$ cat src/rtl/regfile_dbg_access.sv
// Debugger access port to the core register file: halts the core, performs a
// single read or write through the writeback mux and returns one response.
module regfile_dbg_access #(
    parameter int REG_WIDTH    = 32,
    parameter int NUM_REGS     = 32,
    parameter bit R0_IS_ZERO   = 1'b1,
    parameter int HALT_TIMEOUT = 255,
    localparam int AW          = (NUM_REGS > 1) ? $clog2(NUM_REGS) : 1
) (
    input  logic                 Clk_i,
    input  logic                 Rst_ni,

    input  logic                 Cmd_Valid_i,
    output logic                 Cmd_Ready_o,
    input  logic                 Cmd_Write_i,
    input  logic [AW-1:0]        Cmd_Addr_i,
    input  logic [REG_WIDTH-1:0] Cmd_Data_i,

    output logic                 Rsp_Valid_o,
    input  logic                 Rsp_Ready_i,
    output logic [REG_WIDTH-1:0] Rsp_Data_o,
    output logic                 Rsp_Err_o,

    output logic                 Halt_Req_o,
    input  logic                 Halted_i,

    input  logic                 Core_We_i,

    output logic [AW-1:0]        Rf_Sel_o,
    input  logic [REG_WIDTH-1:0] Rf_Data_i,

    output logic                 Rf_We_o,
    output logic [AW-1:0]        Rf_Rd_Sel_o,
    output logic [REG_WIDTH-1:0] Rf_Data_o
);

    localparam int            CNT_W      = (HALT_TIMEOUT > 2) ? $clog2(HALT_TIMEOUT) : 1;
    localparam logic [AW:0]   NUM_REGS_W = (AW+1)'(NUM_REGS);
    localparam logic [CNT_W-1:0] CNT_LAST = CNT_W'(HALT_TIMEOUT - 1);

    typedef enum logic [1:0] {
        IDLE      = 2'd0,
        HALT_WAIT = 2'd1,
        ACCESS    = 2'd2,
        RESP      = 2'd3
    } state_e;

    state_e                 state_q;
    state_e                 state_d;

    logic                   wr_q;
    logic [AW-1:0]          addr_q;
    logic [REG_WIDTH-1:0]   data_q;
    logic [CNT_W-1:0]       cnt_q;
    logic [REG_WIDTH-1:0]   rsp_data_q;
    logic                   rsp_err_q;

    logic                   cmd_fire;
    logic                   timeout_hit;
    logic                   addr_ok;
    logic                   zero_reg;
    logic                   wr_target;
    logic                   wr_blocked;

    // Addresses past the last register only exist when NUM_REGS is not a power of two.
    function automatic logic addr_in_range(input logic [AW-1:0] a);
        return ({1'b0, a} < NUM_REGS_W);
    endfunction

    function automatic logic is_zero_reg(input logic [AW-1:0] a);
        return R0_IS_ZERO && (a == '0);
    endfunction

    assign cmd_fire    = Cmd_Valid_i && (state_q == IDLE);
    assign timeout_hit = (cnt_q == CNT_LAST);
    assign addr_ok     = addr_in_range(addr_q);
    assign zero_reg    = is_zero_reg(addr_q);
    assign wr_target   = wr_q && addr_ok && !zero_reg;
    // The core writeback owns the write port; the debug write waits it out.
    assign wr_blocked  = wr_target && Core_We_i;

    always_ff @(posedge Clk_i or negedge Rst_ni) begin
        if (!Rst_ni) begin
            state_q <= IDLE;
        end else begin
            state_q <= state_d;
        end
    end

    always_comb begin
        state_d = state_q;
        unique case (state_q)
            IDLE: begin
                if (cmd_fire) state_d = HALT_WAIT;
            end
            HALT_WAIT: begin
                if (Halted_i)         state_d = ACCESS;
                else if (timeout_hit) state_d = RESP;
            end
            ACCESS: begin
                if (!wr_blocked) state_d = RESP;
            end
            RESP: begin
                if (Rsp_Ready_i) state_d = IDLE;
            end
            default: state_d = IDLE;
        endcase
    end

    always_comb begin
        Cmd_Ready_o = 1'b0;
        Halt_Req_o  = 1'b0;
        Rsp_Valid_o = 1'b0;
        Rf_We_o     = 1'b0;
        unique case (state_q)
            IDLE:      Cmd_Ready_o = 1'b1;
            HALT_WAIT: Halt_Req_o  = 1'b1;
            ACCESS: begin
                Halt_Req_o = 1'b1;
                Rf_We_o    = wr_target && !Core_We_i;
            end
            RESP: begin
                Halt_Req_o  = 1'b1;
                Rsp_Valid_o = 1'b1;
            end
            default: ;
        endcase
    end

    // Command latch, halt-wait counter and response registers.
    always_ff @(posedge Clk_i or negedge Rst_ni) begin
        if (!Rst_ni) begin
            wr_q       <= 1'b0;
            addr_q     <= '0;
            data_q     <= '0;
            cnt_q      <= '0;
            rsp_data_q <= '0;
            rsp_err_q  <= 1'b0;
        end else begin
            unique case (state_q)
                IDLE: begin
                    if (cmd_fire) begin
                        wr_q       <= Cmd_Write_i;
                        addr_q     <= Cmd_Addr_i;
                        data_q     <= Cmd_Data_i;
                        cnt_q      <= '0;
                        rsp_data_q <= '0;
                        rsp_err_q  <= 1'b0;
                    end
                end
                HALT_WAIT: begin
                    if (!Halted_i) begin
                        if (timeout_hit) rsp_err_q <= 1'b1;
                        else             cnt_q     <= cnt_q + CNT_W'(1);
                    end
                end
                ACCESS: begin
                    if (!addr_ok)   rsp_err_q  <= 1'b1;
                    else if (!wr_q) rsp_data_q <= Rf_Data_i;
                end
                default: ;
            endcase
        end
    end

    assign Rsp_Data_o  = rsp_data_q;
    assign Rsp_Err_o   = rsp_err_q;
    assign Rf_Sel_o    = addr_q;
    assign Rf_Rd_Sel_o = addr_q;
    assign Rf_Data_o   = data_q;

endmodule
$ cat config.mk
export PLATFORM = sky130hd
export DESIGN_NAME = regfile_dbg_access
export DESIGN_NICKNAME = d
export VERILOG_FILES = /design/src/rtl/regfile_dbg_access.sv
export SDC_FILE = /design/constraint.sdc
export NUM_CORES = 1
export LEC_CHECK = 0
export ABC_AREA = 1
export ABC_CLOCK_PERIOD_IN_PS = 1900
export CAP_MARGIN = 10
export CORE_MARGIN = 10
export CORE_UTILIZATION = 42
export CTS_CLUSTER_SIZE = 12
export DETAILED_ROUTE_END_ITERATION = 7
export PLACE_DENSITY_LB_ADDON = 0.15
export SYNTH_ARGS = -nofsm -noshare
export SYNTH_HDL_FRONTEND = slang
export SYNTH_SLANG_ARGS = --single-unit
export TNS_END_PERCENT = 30
$ cat constraint.sdc
create_clock -name Clk_i -period 1.9 [get_ports Clk_i]
set_clock_uncertainty 0.15 [all_clocks]
set_input_delay 0.38 -clock Clk_i [delete_from_list [all_inputs] [get_ports Clk_i]]
set_output_delay 0.38 -clock Clk_i [all_outputs]
set_load 0.05 [all_outputs]
==> impl_metrics.prom, run 1 <==
# TYPE chip_impl_metric gauge
chip_impl_metric{name="p_leak",unit="nW"} 2.667
chip_impl_metric{name="maximum_number_of_pins_on_one_net_before_global_route_repair",unit=""} 82
chip_impl_metric{name="nets",unit=""} 589
chip_impl_metric{name="wl_met2",unit="um"} 4972
chip_impl_metric{name="area_of_the_multi_input_gates",unit="um2"} 1416
chip_impl_info{name="tritoncts",value="done"} 1
chip_impl_metric{name="initial_antenna_violation_count",unit=""} 0
chip_impl_info{name="cpMaxStageDelayCell",value="sky130_fd_sc_hd__dfrtp_2"} 1
chip_impl_metric{name="design.core.area",unit="um2"} 8299
chip_impl_metric{name="wl_met1",unit="um"} 4219
chip_impl_metric{name="drv_slew",unit=""} 0
chip_impl_info{name="worst_path_dominant_cell_family",value="flip-flops"} 1
chip_impl_info{name="timing.critical_path.from_type",value="register"} 1
chip_impl_metric{name="gr-total-overflow",unit=""} 0
chip_impl_metric{name="post-route-drc-count",unit=""} 0
chip_impl_info{name="crit_path_cell_trace",value="inv_1 -> ha_1 -> inv_1 -> buf_12"} 1
chip_impl_metric{name="timing.final.hold_violations",unit=""} 0
chip_impl_metric{name="pin_count",unit=""} 155
chip_impl_metric{name="total_global_routing_track_utilization",unit=""} 0.1585
chip_impl_metric{name="fillers",unit=""} 676
chip_impl_metric{name="post_synth_design_cell_area",unit="um2"} 3620
chip_impl_metric{name="utilization",unit=""} 0.6531
chip_impl_metric{name="clock-sinks",unit=""} 81
chip_impl_metric{name="synth-seq-area-share",unit=""} 0.5600
chip_impl_metric{name="route.final.wire_length",unit="um"} 10240
chip_impl_metric{name="synth.avg_cell_area",unit="um2"} 10.49
chip_impl_metric{name="routabilityCongestion",unit=""} 0.8216
chip_impl_info{name="rsz0062_at_grt",value="yes"} 1
chip_impl_metric{name="average_vias_per_placed_instance",unit=""} 4.841
chip_impl_metric{name="layout-drive-gt1-share",unit=""} 0.3268
chip_impl_info{name="worst_min_delay_path_class",value="reg -> reg"} 1
chip_impl_metric{name="max-vdd-ir-drop",unit="uV"} 854.2
chip_impl_metric{name="clock_power_share",unit=""} 0.124
chip_impl_metric{name="power.share.sequential",unit=""} 0.270
chip_impl_metric{name="num_rows",unit=""} 33
chip_impl_metric{name="floorplan.initialDensity",unit=""} 0.4362
chip_impl_metric{name="p_per_area",unit="nW/um2"} 1838
chip_impl_info{name="outcome",value="complete, no violations"} 1
chip_impl_metric{name="cp_slowest_stage_delay",unit="ps"} 430
chip_impl_metric{name="worstPathMaxFanout",unit=""} 5
chip_impl_info{name="cts_root_buffer",value="sky130_fd_sc_hd__clkbuf_8"} 1
chip_impl_info{name="worstSetupEndpointType",value="primary output"} 1
chip_impl_metric{name="final_routed_wire_length_divided_by_cell_count",unit="um"} 16.63
chip_impl_metric{name="cts_buffer_depth",unit=""} 2
chip_impl_metric{name="ys_types",unit=""} 24
chip_impl_metric{name="slew-limit-headroom",unit=""} 0.7065
chip_impl_metric{name="total_power",unit="mW"} 9.963
chip_impl_metric{name="floorplan.die_area",unit="um2"} 12730
chip_impl_metric{name="half_perimeter_wire_length_after_detailed_placement",unit="um"} 7899
chip_impl_info{name="layout.cells.most_common",value="sky130_fd_sc_hd__buf_4"} 1
chip_impl_info{name="maxUsedRoutingLayer",value="met4"} 1
chip_impl_metric{name="die_h",unit="um"} 112.8
chip_impl_metric{name="detailroute.wirelength.met3",unit="um"} 946
chip_impl_info{name="most-common-layout-cells",value="sky130_fd_sc_hd__buf_4, sky130_fd_sc_hd__dfrtp_1, sky130_fd_sc_hd__clkdlybuf4s50_1, sky130_fd_sc_hd__nand2_1, sky130_fd_sc_hd__nand3_1"} 1
chip_impl_metric{name="swShare",unit=""} 0.4915
chip_impl_metric{name="p_int",unit="mW"} 5.066
chip_impl_metric{name="achievable-frequency",unit="GHz"} 0.5343
chip_impl_metric{name="p_sw",unit="mW"} 4.897
chip_impl_metric{name="critical_path_arrival",unit="ps"} 1340
chip_impl_metric{name="ys_ff_latch",unit=""} 81
chip_impl_metric{name="actual_transition_at_the_worst_max_transition_pin",unit="ps"} 440.3
chip_impl_info{name="critical-path-top-cell-by-count",value="sky130_fd_sc_hd__inv_1"} 1
chip_impl_metric{name="drt_iter0_drc",unit=""} 117
chip_impl_metric{name="finalCritPeriodShare",unit=""} 0.9851
chip_impl_metric{name="numCtsBuffers",unit=""} 9
chip_impl_metric{name="ys.warnings.count",unit=""} 0
chip_impl_metric{name="critical_path_buf_inv_count",unit=""} 3
chip_impl_metric{name="clkSlewWorstSetupHoldPaths",unit="ps"} 80
chip_impl_metric{name="drtPass1Iterations",unit=""} 4
chip_impl_metric{name="combinational_cell_fraction_of_total_power",unit=""} 0.606
chip_impl_metric{name="timing.max_cap.violations",unit=""} 0
chip_impl_metric{name="antenna_cells",unit=""} 0
chip_impl_metric{name="synth_cells",unit=""} 345
chip_impl_metric{name="die-width",unit="um"} 112.8
chip_impl_metric{name="global_route_wire_length_before_repair",unit="um"} 16550
chip_impl_metric{name="final.min_clock_period",unit="ps"} 1872
chip_impl_metric{name="ant_nets",unit=""} 0
chip_impl_metric{name="cp.required",unit="ps"} 1370
chip_impl_metric{name="syn_nets",unit=""} 428
chip_impl_metric{name="area_delta_synth_final",unit="%"} 49.74
chip_impl_metric{name="io_buffers",unit=""} 154
chip_impl_metric{name="clk_latency",unit="ps"} 350
chip_impl_metric{name="cts_htree_levels",unit=""} 3
chip_impl_metric{name="number_of_global_route_vias_before_repair",unit=""} 3133
chip_impl_metric{name="sequential_area",unit="um2"} 2028
chip_impl_metric{name="final-setup-viol-count",unit=""} 0
chip_impl_info{name="crit_type",value="reg -> out"} 1
chip_impl_metric{name="detailroute.via_count",unit=""} 2982
[cells in the mapped netlist, drive strengths merged]
library cell | n | share of area
buf | 18 | 0.034
mux2 | 38 | 0.13
nand2 | 70 | 0.074
inv | 18 | 0.019
o21ai | 41 | 0.060
nand3 | 46 | 0.064
a21oi | 2 | 0.0038
dfrtp | 81 | 0.56
ha | 7 | 0.024
nand4 | 4 | 0.0069
o21bai | 1 | 0.0021
nor2 | 10 | 0.013
clkbuf | 6 | 0.0062
xor2 | 1 | 0.0024
nand3b | 2 | 0.0041
[final cells by class]
type | instances | share of cell area
flip-flops and latches | 81 | 0.3742
multi-input cells | 222 | 0.2613
well taps | 105 | 0.02424
clock inverters | 6 | 0.01247
clock buffers | 10 | 0.02355
inverters | 18 | 0.01247
repair buffers | 174 | 0.2918
[sequential cells by signal, summed over array words and instances, names as in the netlist]
signal       flops
Rf_Data_o       32
Rsp_Data_o      32
cnt_q            8
Rf_Rd_Sel_o      5
state_q          2
Rsp_Err_o        1
wr_q             1
[cells by family (layout without fill, tap and decap cells)]
logic type / after synthesis / after routing / share of synthesized area
buffers and inverters: 42 / 208 / 0.05841
AOI/OAI and AO/OA: 44 / 44 / 0.06568
xor gates and xnor gates: 1 / 1 / 0.002420
adders and majority gates: 7 / 7 / 0.02420
and+or+nand+nor: 132 / 132 / 0.1618
DFF: 81 / 81 / 0.5600
muxes: 38 / 38 / 0.1275
[final timing paths]
path / from / to / slack (ps) / cells past startpoint
worst max-delay path: state_q[1] / Halt_Req_o / 30 / 4
worst min-delay path: Rsp_Data_o[24] / Rsp_Data_o[24] / 360 / 2
worst max register to register: state_q[1] / Rsp_Data_o[25] / 170 / 8
worst min register to register: Rsp_Data_o[24] / Rsp_Data_o[24] / 360 / 2
max in group asynchronous: Rst_ni / Rsp_Data_o[5] / 790 / 3
min in group asynchronous: Rst_ni / Rf_Data_o[22] / 460 / 3
[worst reg2reg max path, cell delays in order (launching register included)]
cell and delay (ps):
sky130_fd_sc_hd__dfrtp_2 460, sky130_fd_sc_hd__inv_1 160, sky130_fd_sc_hd__ha_4 220, sky130_fd_sc_hd__nand2_1 90
sky130_fd_sc_hd__inv_1 150, sky130_fd_sc_hd__nor2_2 70, sky130_fd_sc_hd__buf_4 190, sky130_fd_sc_hd__nand3_1 80
sky130_fd_sc_hd__nand2_1 50
[per-layer routing]
| layer | GRT usage | vias to the layer above |
|---|---|---|
| li1 | - | 1472 |
| met1 | 0.1913 | 1404 |
| met2 | 0.2523 | 96 |
| met3 | 0.06603 | 10 |
| met4 | 0.04822 | 0 |
| met5 | 0 | - |
[power groups by stage]
stage / clock [mW] / combinational [mW] / sequential, mW
4_1_cts: 1.28 / 6.05 / 2.71
2_1_floorplan: 0 / 2.19 / 4.60
3_3_place_gp: 0 / 5.96 / 2.69
6_report: 1.24 / 6.03 / 2.69
3_5_place_dp: 0 / 6.01 / 2.72
5_1_grt: 1.36 / 6.39 / 2.77
[per-stage QoR]
stage	setup WS (ps)	TNS [ps]	std cells	hold slack (ps)	cell area [um2]
after global placement	14.84	0	596	299.0	5171
after global routing	-56.58	-103.5	616	375.7	5420
after CTS	-3.655	-3.655	614	364.5	5398
final	28.35	0	616	359.4	5420
after floorplan	10.73	0	345	-65.59	3633
after detailed placement	-33.46	-77.88	596	296.1	5171
[timing repair]
action / in CTS / in global routing
pin swaps: 1 / 0
setup buffers: 1 / 2
gates resized for setup: 4 / 2
setup endpoints to repair: 2 / 10
endpoints found under the hold margin: 81 / 0
hold buffers: 1 / 0
(Power assumes the default switching activity.)
==> run 2: changes to the inputs <==
CORE_ASPECT_RATIO = 0.6   (was unset)
==> run 2 against run 1 <==
- first-iteration DRC count up 58%
- count of clock-buffer cells in the layout is the same
- die area grew 0.96%
- clock power is 38% higher
- combinational power hardly changed
- final cell count grew 0.81%
- global-route usage is 0.64 points higher
- flip-flop and latch count stayed put
- wire length rose by 4.3%
- via count up 1.3%
- critical path type unchanged
- largest power group unchanged
- highest routed layer unchanged
==> impl_metrics.prom, run 2 (synthesized netlist as in run 1, its figures left out) <==
# TYPE chip_impl_metric gauge
chip_impl_metric{name="slew-limit-headroom",unit=""} 0.6809
chip_impl_info{name="most-common-layout-cells",value="sky130_fd_sc_hd__buf_4, sky130_fd_sc_hd__dfrtp_1, sky130_fd_sc_hd__clkdlybuf4s50_1, sky130_fd_sc_hd__nand2_1, sky130_fd_sc_hd__nand3_1"} 1
chip_impl_metric{name="min_delay_path_depth",unit=""} 1
chip_impl_info{name="cpMaxStageDelayCell",value="sky130_fd_sc_hd__dfrtp_1"} 1
chip_impl_info{name="min_from",value="Rf_Data_o[11]"} 1
chip_impl_metric{name="postPlaceCellArea",unit="um2"} 5177
chip_impl_metric{name="post-place-cells",unit=""} 601
chip_impl_metric{name="number_of_global_route_vias_before_repair",unit=""} 3272
chip_impl_metric{name="design.core.area",unit="um2"} 8458
chip_impl_metric{name="dp_worst_setup_slack",unit="ps"} 20.44
chip_impl_metric{name="layoutNonFillerInstCount",unit=""} 621
chip_impl_info{name="crit_type",value="reg -> out"} 1
chip_impl_metric{name="gr-total-overflow",unit=""} 0
chip_impl_metric{name="layout_cell_area_excl_fill",unit="um2"} 5535
chip_impl_info{name="worst_path_dominant_cell_family",value="flip-flops"} 1
chip_impl_metric{name="setup-tns-final",unit="ps"} 0
chip_impl_info{name="worst_min_delay_path_class",value="reg -> reg"} 1
chip_impl_metric{name="actual_transition_at_the_worst_max_transition_pin",unit="ps"} 478.6
chip_impl_info{name="timing.critical_path.from_type",value="register"} 1
chip_impl_metric{name="cts_htree_levels",unit=""} 3
chip_impl_metric{name="floorplan.die_area",unit="um2"} 12850
chip_impl_metric{name="routabilityCongestion",unit=""} 0.7856
chip_impl_metric{name="fillers",unit=""} 673
chip_impl_metric{name="finalHoldWorstSlack",unit="ps"} 353.4
chip_impl_metric{name="die-width",unit="um"} 139.9
chip_impl_info{name="source_of_the_worst_register_to_register_timing_path",value="state_q[1]"} 1
chip_impl_metric{name="half_perimeter_wire_length_after_detailed_placement",unit="um"} 8221
chip_impl_metric{name="cp.required",unit="ps"} 1370
chip_impl_info{name="outcome",value="complete, no violations"} 1
chip_impl_metric{name="global_route_wire_length_before_repair",unit="um"} 17190
chip_impl_metric{name="detailroute.via_count",unit=""} 3020
chip_impl_metric{name="floorplan.initialDensity",unit=""} 0.4280
chip_impl_metric{name="ant_nets",unit=""} 0
chip_impl_info{name="worstSetupEndpointType",value="primary output"} 1
chip_impl_metric{name="antenna_cells",unit=""} 0
chip_impl_metric{name="final-setup-viol-count",unit=""} 0
chip_impl_metric{name="cts_buffer_depth",unit=""} 2
chip_impl_metric{name="worstPathMaxFanout",unit=""} 3
chip_impl_info{name="layout.cells.most_common",value="sky130_fd_sc_hd__buf_4"} 1
chip_impl_metric{name="clock-sinks",unit=""} 81
chip_impl_metric{name="clk_latency",unit="ps"} 340
chip_impl_metric{name="p_leak",unit="nW"} 2.718
chip_impl_info{name="tritoncts",value="done"} 1
chip_impl_metric{name="io_buffers",unit=""} 154
chip_impl_metric{name="drtPass1Iterations",unit=""} 4
chip_impl_info{name="critical-path-top-cell-by-count",value="sky130_fd_sc_hd__inv_1"} 1
chip_impl_metric{name="post-route-drc-count",unit=""} 0
chip_impl_metric{name="drt_iter0_drc",unit=""} 185
chip_impl_metric{name="drv_slew",unit=""} 0
chip_impl_info{name="worst_r2r_endpoint",value="cnt_q[6]"} 1
chip_impl_info{name="cts_root_buffer",value="sky130_fd_sc_hd__clkbuf_16"} 1
chip_impl_metric{name="num_rows",unit=""} 26
chip_impl_metric{name="p_per_area",unit="nW/um2"} 1900
chip_impl_metric{name="initial_antenna_violation_count",unit=""} 0
chip_impl_metric{name="fin_ws",unit="ps"} 17.13
chip_impl_metric{name="area_delta_synth_final",unit="%"} 52.92
chip_impl_metric{name="die_h",unit="um"} 91.91
chip_impl_metric{name="clkSlewWorstSetupHoldPaths",unit="ps"} 60
chip_impl_metric{name="numCtsBuffers",unit=""} 9
chip_impl_metric{name="total_global_routing_track_utilization",unit=""} 0.1649
chip_impl_metric{name="layout-drive-gt1-share",unit=""} 0.3261
chip_impl_info{name="rsz0062_at_grt",value="yes"} 1
chip_impl_metric{name="finalCritPeriodShare",unit=""} 0.9910
chip_impl_metric{name="setup.reg_to_reg.worst_slack",unit="ps"} 190
chip_impl_metric{name="final.min_clock_period",unit="ps"} 1883
chip_impl_metric{name="timing.max_cap.violations",unit=""} 0
chip_impl_metric{name="final_routed_wire_length_divided_by_cell_count",unit="um"} 17.19
chip_impl_metric{name="critical_path_arrival",unit="ps"} 1350
chip_impl_metric{name="utilization",unit=""} 0.6544
chip_impl_metric{name="timing.final.hold_violations",unit=""} 0
chip_impl_metric{name="ff2ff_path_depth",unit=""} 8
chip_impl_metric{name="average_vias_per_placed_instance",unit=""} 4.863
chip_impl_metric{name="achievable-frequency",unit="GHz"} 0.5311
chip_impl_metric{name="critical_path_buf_inv_count",unit=""} 3
chip_impl_metric{name="max-vdd-ir-drop",unit="uV"} 1553
chip_impl_metric{name="maximum_number_of_pins_on_one_net_before_global_route_repair",unit=""} 35
chip_impl_info{name="crit_path_cell_trace",value="inv_1 -> ha_1 -> inv_1 -> buf_12"} 1
chip_impl_info{name="worst_hold_path.endpoint",value="Rf_Data_o[11]"} 1
chip_impl_metric{name="cp_slowest_stage_delay",unit="ps"} 420
chip_impl_metric{name="total_power",unit="mW"} 10.52
chip_impl_metric{name="route.final.wire_length",unit="um"} 10680
chip_impl_metric{name="pin_count",unit=""} 155
chip_impl_metric{name="nets",unit=""} 588
[run 2: cell count changes in the layout (fill, tap and decap cells not counted), sizes merged]
cell,previous run,this run
buf,99,98
clkinv,2,3
clkinvlp,2,1
inv,19,18
[run 2: layer usage]
layer  up-vias  wire [um]  GRT usage
li1       1469          -          -
met1      1425       4578     0.1964
met2       113       4629     0.2430
met3        13       1360     0.1061
met4         0        110    0.04281
met5         -          0          0
[run 2: timing repair]
action,4_1_cts,5_1_grt
pin swaps,0,0
endpoints found under the setup margin,2,6
gates resized for setup,5,2
buffers inserted,1,3
hold endpoints to repair,31,0
hold buffers,1,0
[run 2: final cells by class]
class,instances,area (um2),share of cell area
Timing Repair Buffer,173,1587,0.2866
Clock inverter,5,56.30,0.01017
Sequential cell,81,2029,0.3666
Tap cell,112,140.1,0.02532
Clock buffer,10,239.0,0.04317
Multi-Input combinational cell,222,1414,0.2554
Inverter,18,70.07,0.01266
[run 2: power breakdown]
part           switching, mW  internal [mW]  leakage [nW]
clock                  0.668           1.04         0.144
sequential             0.410           2.34          1.03
combinational           3.93           2.12          1.55
[run 2: worst max-delay path by stage]
stage	from	endpoint	slack [ps]	cells past startpoint
finish	state_q[1]	Halt_Req_o	20	4
global route	state_q[0]	Rf_We_o	-50	5
CTS	state_q[0]	Rf_We_o	-30	5
detailed placement	Cmd_Valid_i	cnt_q[3]	20	8
global placement	Cmd_Valid_i	cnt_q[5]	60	8
floorplan	state_q[0]	Rf_We_o	10	6
[run 2: worst reg2reg max path: stages (launching register included)]
cell	delay, ps
sky130_fd_sc_hd__dfrtp_1	430
sky130_fd_sc_hd__inv_1	150
sky130_fd_sc_hd__ha_1	250
sky130_fd_sc_hd__buf_4	170
sky130_fd_sc_hd__nand3_1	120
sky130_fd_sc_hd__nand2_4	170
sky130_fd_sc_hd__inv_1	60
sky130_fd_sc_hd__nand3_1	60
sky130_fd_sc_hd__nand2_1	50
==> run 3: changes to the inputs <==
PLACE_DENSITY = 0.87   (was unset)
PLACE_DENSITY_LB_ADDON = unset   (was 0.15)
==> run 3 against run 2 <==
- core utilization shrank 0.16 points
- combinational power barely moved
- fmax is 0.34% higher
- critical path depth grew 1
- sequential power about the same
- total power up 1.1%
- first-iteration DRC count rose by 4.9%
- worst setup slack improved by 6.4 ps
- register-to-register slack got worse by 80 ps
- final cell count fell by 0.48%
- die area did not move
- sequential share of layout area grew 0.069 points
==> impl_metrics.prom, run 3 (synthesized netlist as in run 1, its figures left out) <==
# TYPE chip_impl_metric gauge
chip_impl_metric{name="achievable-frequency",unit="GHz"} 0.5329
chip_impl_metric{name="clock_power_share",unit=""} 0.172
chip_impl_info{name="layout.cells.most_common",value="sky130_fd_sc_hd__buf_4"} 1
chip_impl_metric{name="routabilityCongestion",unit=""} 0.8587
chip_impl_metric{name="antenna_cells",unit=""} 0
chip_impl_metric{name="actual_transition_at_the_worst_max_transition_pin",unit="ps"} 409.1
chip_impl_metric{name="global_route_wire_length_before_repair",unit="um"} 17550
chip_impl_metric{name="io_buffers",unit=""} 154
chip_impl_metric{name="cts_htree_levels",unit=""} 3
chip_impl_metric{name="route.final.wire_length",unit="um"} 10960
chip_impl_info{name="worst_r2r_endpoint",value="cnt_q[7]"} 1
chip_impl_metric{name="swShare",unit=""} 0.4747
chip_impl_metric{name="post-route-drc-count",unit=""} 0
chip_impl_metric{name="ant_nets",unit=""} 0
chip_impl_metric{name="area_of_the_multi_input_gates",unit="um2"} 1416
chip_impl_info{name="worst_setup_path_endpoint",value="Rf_We_o"} 1
chip_impl_metric{name="cp_slowest_stage_delay",unit="ps"} 430
chip_impl_metric{name="min_delay_path_depth",unit=""} 1
chip_impl_metric{name="pin_count",unit=""} 155
chip_impl_metric{name="floorplan.initialDensity",unit=""} 0.4280
chip_impl_metric{name="initial_antenna_violation_count",unit=""} 0
chip_impl_metric{name="numCtsBuffers",unit=""} 9
chip_impl_metric{name="clk_latency",unit="ps"} 330
chip_impl_metric{name="slew-limit-headroom",unit=""} 0.7273
chip_impl_metric{name="detailroute.wirelength.met3",unit="um"} 1531
chip_impl_metric{name="wl_met2",unit="um"} 4707
chip_impl_metric{name="clkSlewWorstSetupHoldPaths",unit="ps"} 60
chip_impl_metric{name="max-vdd-ir-drop",unit="uV"} 1498
chip_impl_metric{name="detailroute.via_count",unit=""} 3060
chip_impl_metric{name="clock-sinks",unit=""} 81
chip_impl_metric{name="floorplan.die_area",unit="um2"} 12850
chip_impl_info{name="tritoncts",value="done"} 1
chip_impl_metric{name="fillers",unit=""} 613
chip_impl_metric{name="critical_path_arrival",unit="ps"} 1350
chip_impl_info{name="source_of_the_worst_register_to_register_timing_path",value="state_q[1]"} 1
chip_impl_metric{name="number_of_global_route_vias_before_repair",unit=""} 3311
chip_impl_info{name="cpMaxStageDelayCell",value="sky130_fd_sc_hd__dfrtp_1"} 1
chip_impl_info{name="cts_root_buffer",value="sky130_fd_sc_hd__clkbuf_16"} 1
chip_impl_metric{name="crit_cells",unit=""} 5
chip_impl_metric{name="p_leak",unit="nW"} 2.696
chip_impl_metric{name="timing.final.hold_violations",unit=""} 0
chip_impl_metric{name="combinational_cell_fraction_of_total_power",unit=""} 0.569
chip_impl_info{name="most-common-layout-cells",value="sky130_fd_sc_hd__buf_4, sky130_fd_sc_hd__dfrtp_1, sky130_fd_sc_hd__clkdlybuf4s50_1, sky130_fd_sc_hd__nand2_1, sky130_fd_sc_hd__nand3_1"} 1
chip_impl_info{name="crit_type",value="reg -> out"} 1
chip_impl_metric{name="gr-total-overflow",unit=""} 0
chip_impl_metric{name="average_vias_per_placed_instance",unit=""} 4.951
chip_impl_metric{name="wl_met1",unit="um"} 4631
chip_impl_metric{name="final-setup-viol-count",unit=""} 0
chip_impl_metric{name="p_per_area",unit="nW/um2"} 1925
chip_impl_metric{name="p_int",unit="mW"} 5.585
chip_impl_info{name="timing.critical_path.from_type",value="register"} 1
chip_impl_metric{name="layoutNonFillerInstCount",unit=""} 618
chip_impl_metric{name="timing.max_cap.violations",unit=""} 0
chip_impl_metric{name="total_power",unit="mW"} 10.63
chip_impl_metric{name="p_sw",unit="mW"} 5.046
chip_impl_metric{name="drtPass1Iterations",unit=""} 5
chip_impl_info{name="min_from",value="Rf_Data_o[10]"} 1
chip_impl_metric{name="postPlaceCellArea",unit="um2"} 5162
chip_impl_metric{name="cp.required",unit="ps"} 1370
chip_impl_info{name="worst_min_delay_path_class",value="reg -> reg"} 1
chip_impl_metric{name="final.min_clock_period",unit="ps"} 1876
chip_impl_metric{name="layout_cell_area_excl_fill",unit="um2"} 5522
chip_impl_metric{name="cts_buffer_depth",unit=""} 2
chip_impl_metric{name="post-place-cells",unit=""} 599
chip_impl_info{name="worstSetupEndpointType",value="primary output"} 1
chip_impl_metric{name="area_delta_synth_final",unit="%"} 52.54
chip_impl_metric{name="design.core.area",unit="um2"} 8458
chip_impl_metric{name="half_perimeter_wire_length_after_detailed_placement",unit="um"} 8329
chip_impl_info{name="crit_path_cell_trace",value="nor2_1 -> nand3b_1 -> nand4_1 -> inv_2 -> buf_12"} 1
chip_impl_metric{name="total_global_routing_track_utilization",unit=""} 0.1687
chip_impl_metric{name="power.share.sequential",unit=""} 0.260
chip_impl_metric{name="ff2ff_path_depth",unit=""} 6
chip_impl_metric{name="drv_slew",unit=""} 0
chip_impl_metric{name="finalCritPeriodShare",unit=""} 0.9876
chip_impl_metric{name="num_rows",unit=""} 26
chip_impl_metric{name="setup-tns-final",unit="ps"} 0
chip_impl_metric{name="critical_path_buf_inv_count",unit=""} 2
chip_impl_metric{name="final_routed_wire_length_divided_by_cell_count",unit="um"} 17.73
chip_impl_info{name="crit_start",value="Rf_Rd_Sel_o[1]"} 1
chip_impl_metric{name="fin_ws",unit="ps"} 23.53
chip_impl_metric{name="finalHoldWorstSlack",unit="ps"} 359.3
chip_impl_metric{name="nets",unit=""} 584
chip_impl_info{name="worst_path_dominant_cell_family",value="flip-flops"} 1
chip_impl_metric{name="dp_worst_setup_slack",unit="ps"} -9.711
chip_impl_metric{name="setup.reg_to_reg.worst_slack",unit="ps"} 110
chip_impl_metric{name="die-width",unit="um"} 139.9
chip_impl_info{name="rsz0062_at_grt",value="yes"} 1
chip_impl_metric{name="sequential_area",unit="um2"} 2028
chip_impl_info{name="outcome",value="complete, no violations"} 1
chip_impl_metric{name="layout-drive-gt1-share",unit=""} 0.3182
chip_impl_metric{name="drt_iter0_drc",unit=""} 194
chip_impl_metric{name="maximum_number_of_pins_on_one_net_before_global_route_repair",unit=""} 39
chip_impl_metric{name="worstPathMaxFanout",unit=""} 4
chip_impl_info{name="maxUsedRoutingLayer",value="met4"} 1
chip_impl_metric{name="utilization",unit=""} 0.6528
chip_impl_metric{name="die_h",unit="um"} 91.91
-- run 3: cell count changes in the layout (fill, tap and decap cells not counted), sizes merged --
cell and delta:
buf -4, bufinv +1, clkbuf +2, clkinv -3, inv +1
-- run 3: metal layers --
layer,track usage,up-vias
li1,-,1459
met1,0.1977,1429
met2,0.2504,163
met3,0.1112,9
met4,0.04366,0
met5,0,-
-- run 3: worst min-delay path by stage --
stage | endpoint
final | Rf_Data_o[10]
after global placement | Rsp_Data_o[20]
after global routing | Rf_Data_o[9]
after floorplan | Rf_Data_o[0]
after CTS | Rf_Data_o[10]
after detailed placement | Rsp_Data_o[20]
-- run 3: worst register-to-register path: cells and delay by family (launching register included) --
| family | cells | cell delay (ps) |
|---|---|---|
| AND/OR/NAND/NOR | 2 | 270 |
| buffers and inverters | 1 | 110 |
| AO/OA/AOI/OAI | 2 | 480 |
| adder cells (fa/ha/maj) | 1 | 240 |
| flip-flops | 1 | 450 |
-- run 3: power by group through the flow --
| stage | Clock [mW] | Combinational (mW) | Sequential [mW] |
|---|---|---|---|
| after floorplan | 0 | 2.19 | 4.60 |
| after global placement | 0 | 5.91 | 2.73 |
| after detailed placement | 0 | 6.01 | 2.77 |
| after global routing | 1.96 | 6.38 | 2.83 |
| after CTS | 1.87 | 6.06 | 2.76 |
| final | 1.82 | 6.05 | 2.76 |
-- run 3: repair_timing --
item / in CTS / in global routing
hold endpoints to repair: 27 / 0
hold buffers: 1 / 0
pin swaps: 0 / 1
buffers inserted: 1 / 1
gates resized for setup: 4 / 3
endpoints found under the setup margin: 1 / 10
-- run 3: cell type report --
cell class	instances	share of cell area
timing repair buffer	169	0.2819
sequential	81	0.3673
multi-input combinational	222	0.2565
clock buffer	12	0.04283
tap	112	0.02538
inverter	18	0.01224
clock inverter	4	0.01382
==> variant, RTL diff (settings of run 2) <==
`HALT_TIMEOUT`: 255 -> 510.
--- a/src/rtl/regfile_dbg_access.sv
+++ b/src/rtl/regfile_dbg_access.sv
@@ -4,7 +4,7 @@
     parameter int REG_WIDTH    = 32,
     parameter int NUM_REGS     = 32,
     parameter bit R0_IS_ZERO   = 1'b1,
-    parameter int HALT_TIMEOUT = 255,
+    parameter int HALT_TIMEOUT = 510,
     localparam int AW          = (NUM_REGS > 1) ? $clog2(NUM_REGS) : 1
 ) (
     input  logic                 Clk_i,
Behaviour: no difference found for any inputs over 4 cycles, from zero or initial values and one cycle with Rst_ni low; that may be too few to reach the edited logic, so the function may still have changed.
==> variant against run 2 <==
Synthesized cell count up 4.6%; sequential cell count rose by 1; final area up 1.2%; total power rose by 1.2%; register-to-register slack got worse by 0.07 ns; worst setup slack better by 0.011 ns; synthesized area increased by 1.5%; routed wire length rose by 0.93%; critical endpoint is now Rf_We_o.
==> variant: results (changes against run 2) <==
- Status: completed (unchanged).
- The fill cell instance count of the final layout is 668 (was 673).
- The critical hold path startpoint is Rf_Data_o[14]$_DFFE_PN0P_ (was Rf_Data_o[11]$_DFFE_PN0P_).
- The met3 wirelength from detailed routing is 1.48 mm (was 1.36 mm).
- The met2 wire length is 4.59 mm (was 4.63 mm).
- The post-CTS setup buffer count came to 0 (was 1).
- The sequential cell area share is 36.7% (about the same).
- The net count after synthesis came to 444 (was 428).
- The final net count was 602 (was 588).
- The overall track demand over capacity in global routing is 16.1% (was 16.5%).
- Top cells by count, synth: dfrtp_1 (82), nand2_1 (74), nand3_1 (47) (was dfrtp_1 (81), nand2_1 (68), nand3_1 (46)).
- The area fraction in compound gates after synthesis is 7.12% (was 6.57%).
- The combined area of the multi-input logic cells is 1410 um^2 (about the same).
- The met1 track utilization from global routing came to 19.1% (was 19.6%).
- The layout cell share with drive strength beyond 1 is 31.7% (was 32.6%).
- The worst hold margin came to 0.359 ns (was 0.353 ns).
- The total wire length is 10.8 mm (was 10.7 mm).
- The routed via count divided by cell count came to 4.94 (was 4.86).
- The share of the synthesized netlist area taken by xor and xnor gates is 0% (was 0.242%).
- The number of clock buffers in the layout is 9 (was 10).
- The combinational power is 0.00601 W (was 0.00605 W).
- The number of non-clock inverters in the layout is 24 (was 18).
- The routed length on met1 came to 4.54 mm (was 4.58 mm).
- The worst supply voltage drop on vdd is 1.37 mV (was 1.55 mV).
- The global-route wire length before repair was 16.9 mm (was 17.2 mm).
## variant: worst max-delay path, stage by stage (launching register included)
cell and delay (ns):
dfrtp_2 0.46, inv_4 0.10, ha_4 0.15, nand4_1 0.10
inv_2 0.08, buf_12 0.13
## variant: worst max path at each step
stage,end,start,slack (ns),depth (start not counted)
2_1_floorplan,Rf_Data_o[21]$_DFFE_PN0P_,state_q[0]$_DFFE_PN0P_,0.02,6
3_3_place_gp,cnt_q[5]$_DFFE_PN0P_,Cmd_Valid_i,0.07,8
3_5_place_dp,cnt_q[5]$_DFFE_PN0P_,Cmd_Valid_i,-0.01,8
4_1_cts,Rf_We_o,state_q[0]$_DFFE_PN0P_,0.001,5
5_1_grt,cnt_q[1]$_DFFE_PN0P_,state_q[1]$_DFFE_PN0P_,-0.05,8
6_report,Rf_We_o,state_q[0]$_DFFE_PN0P_,0.03,5
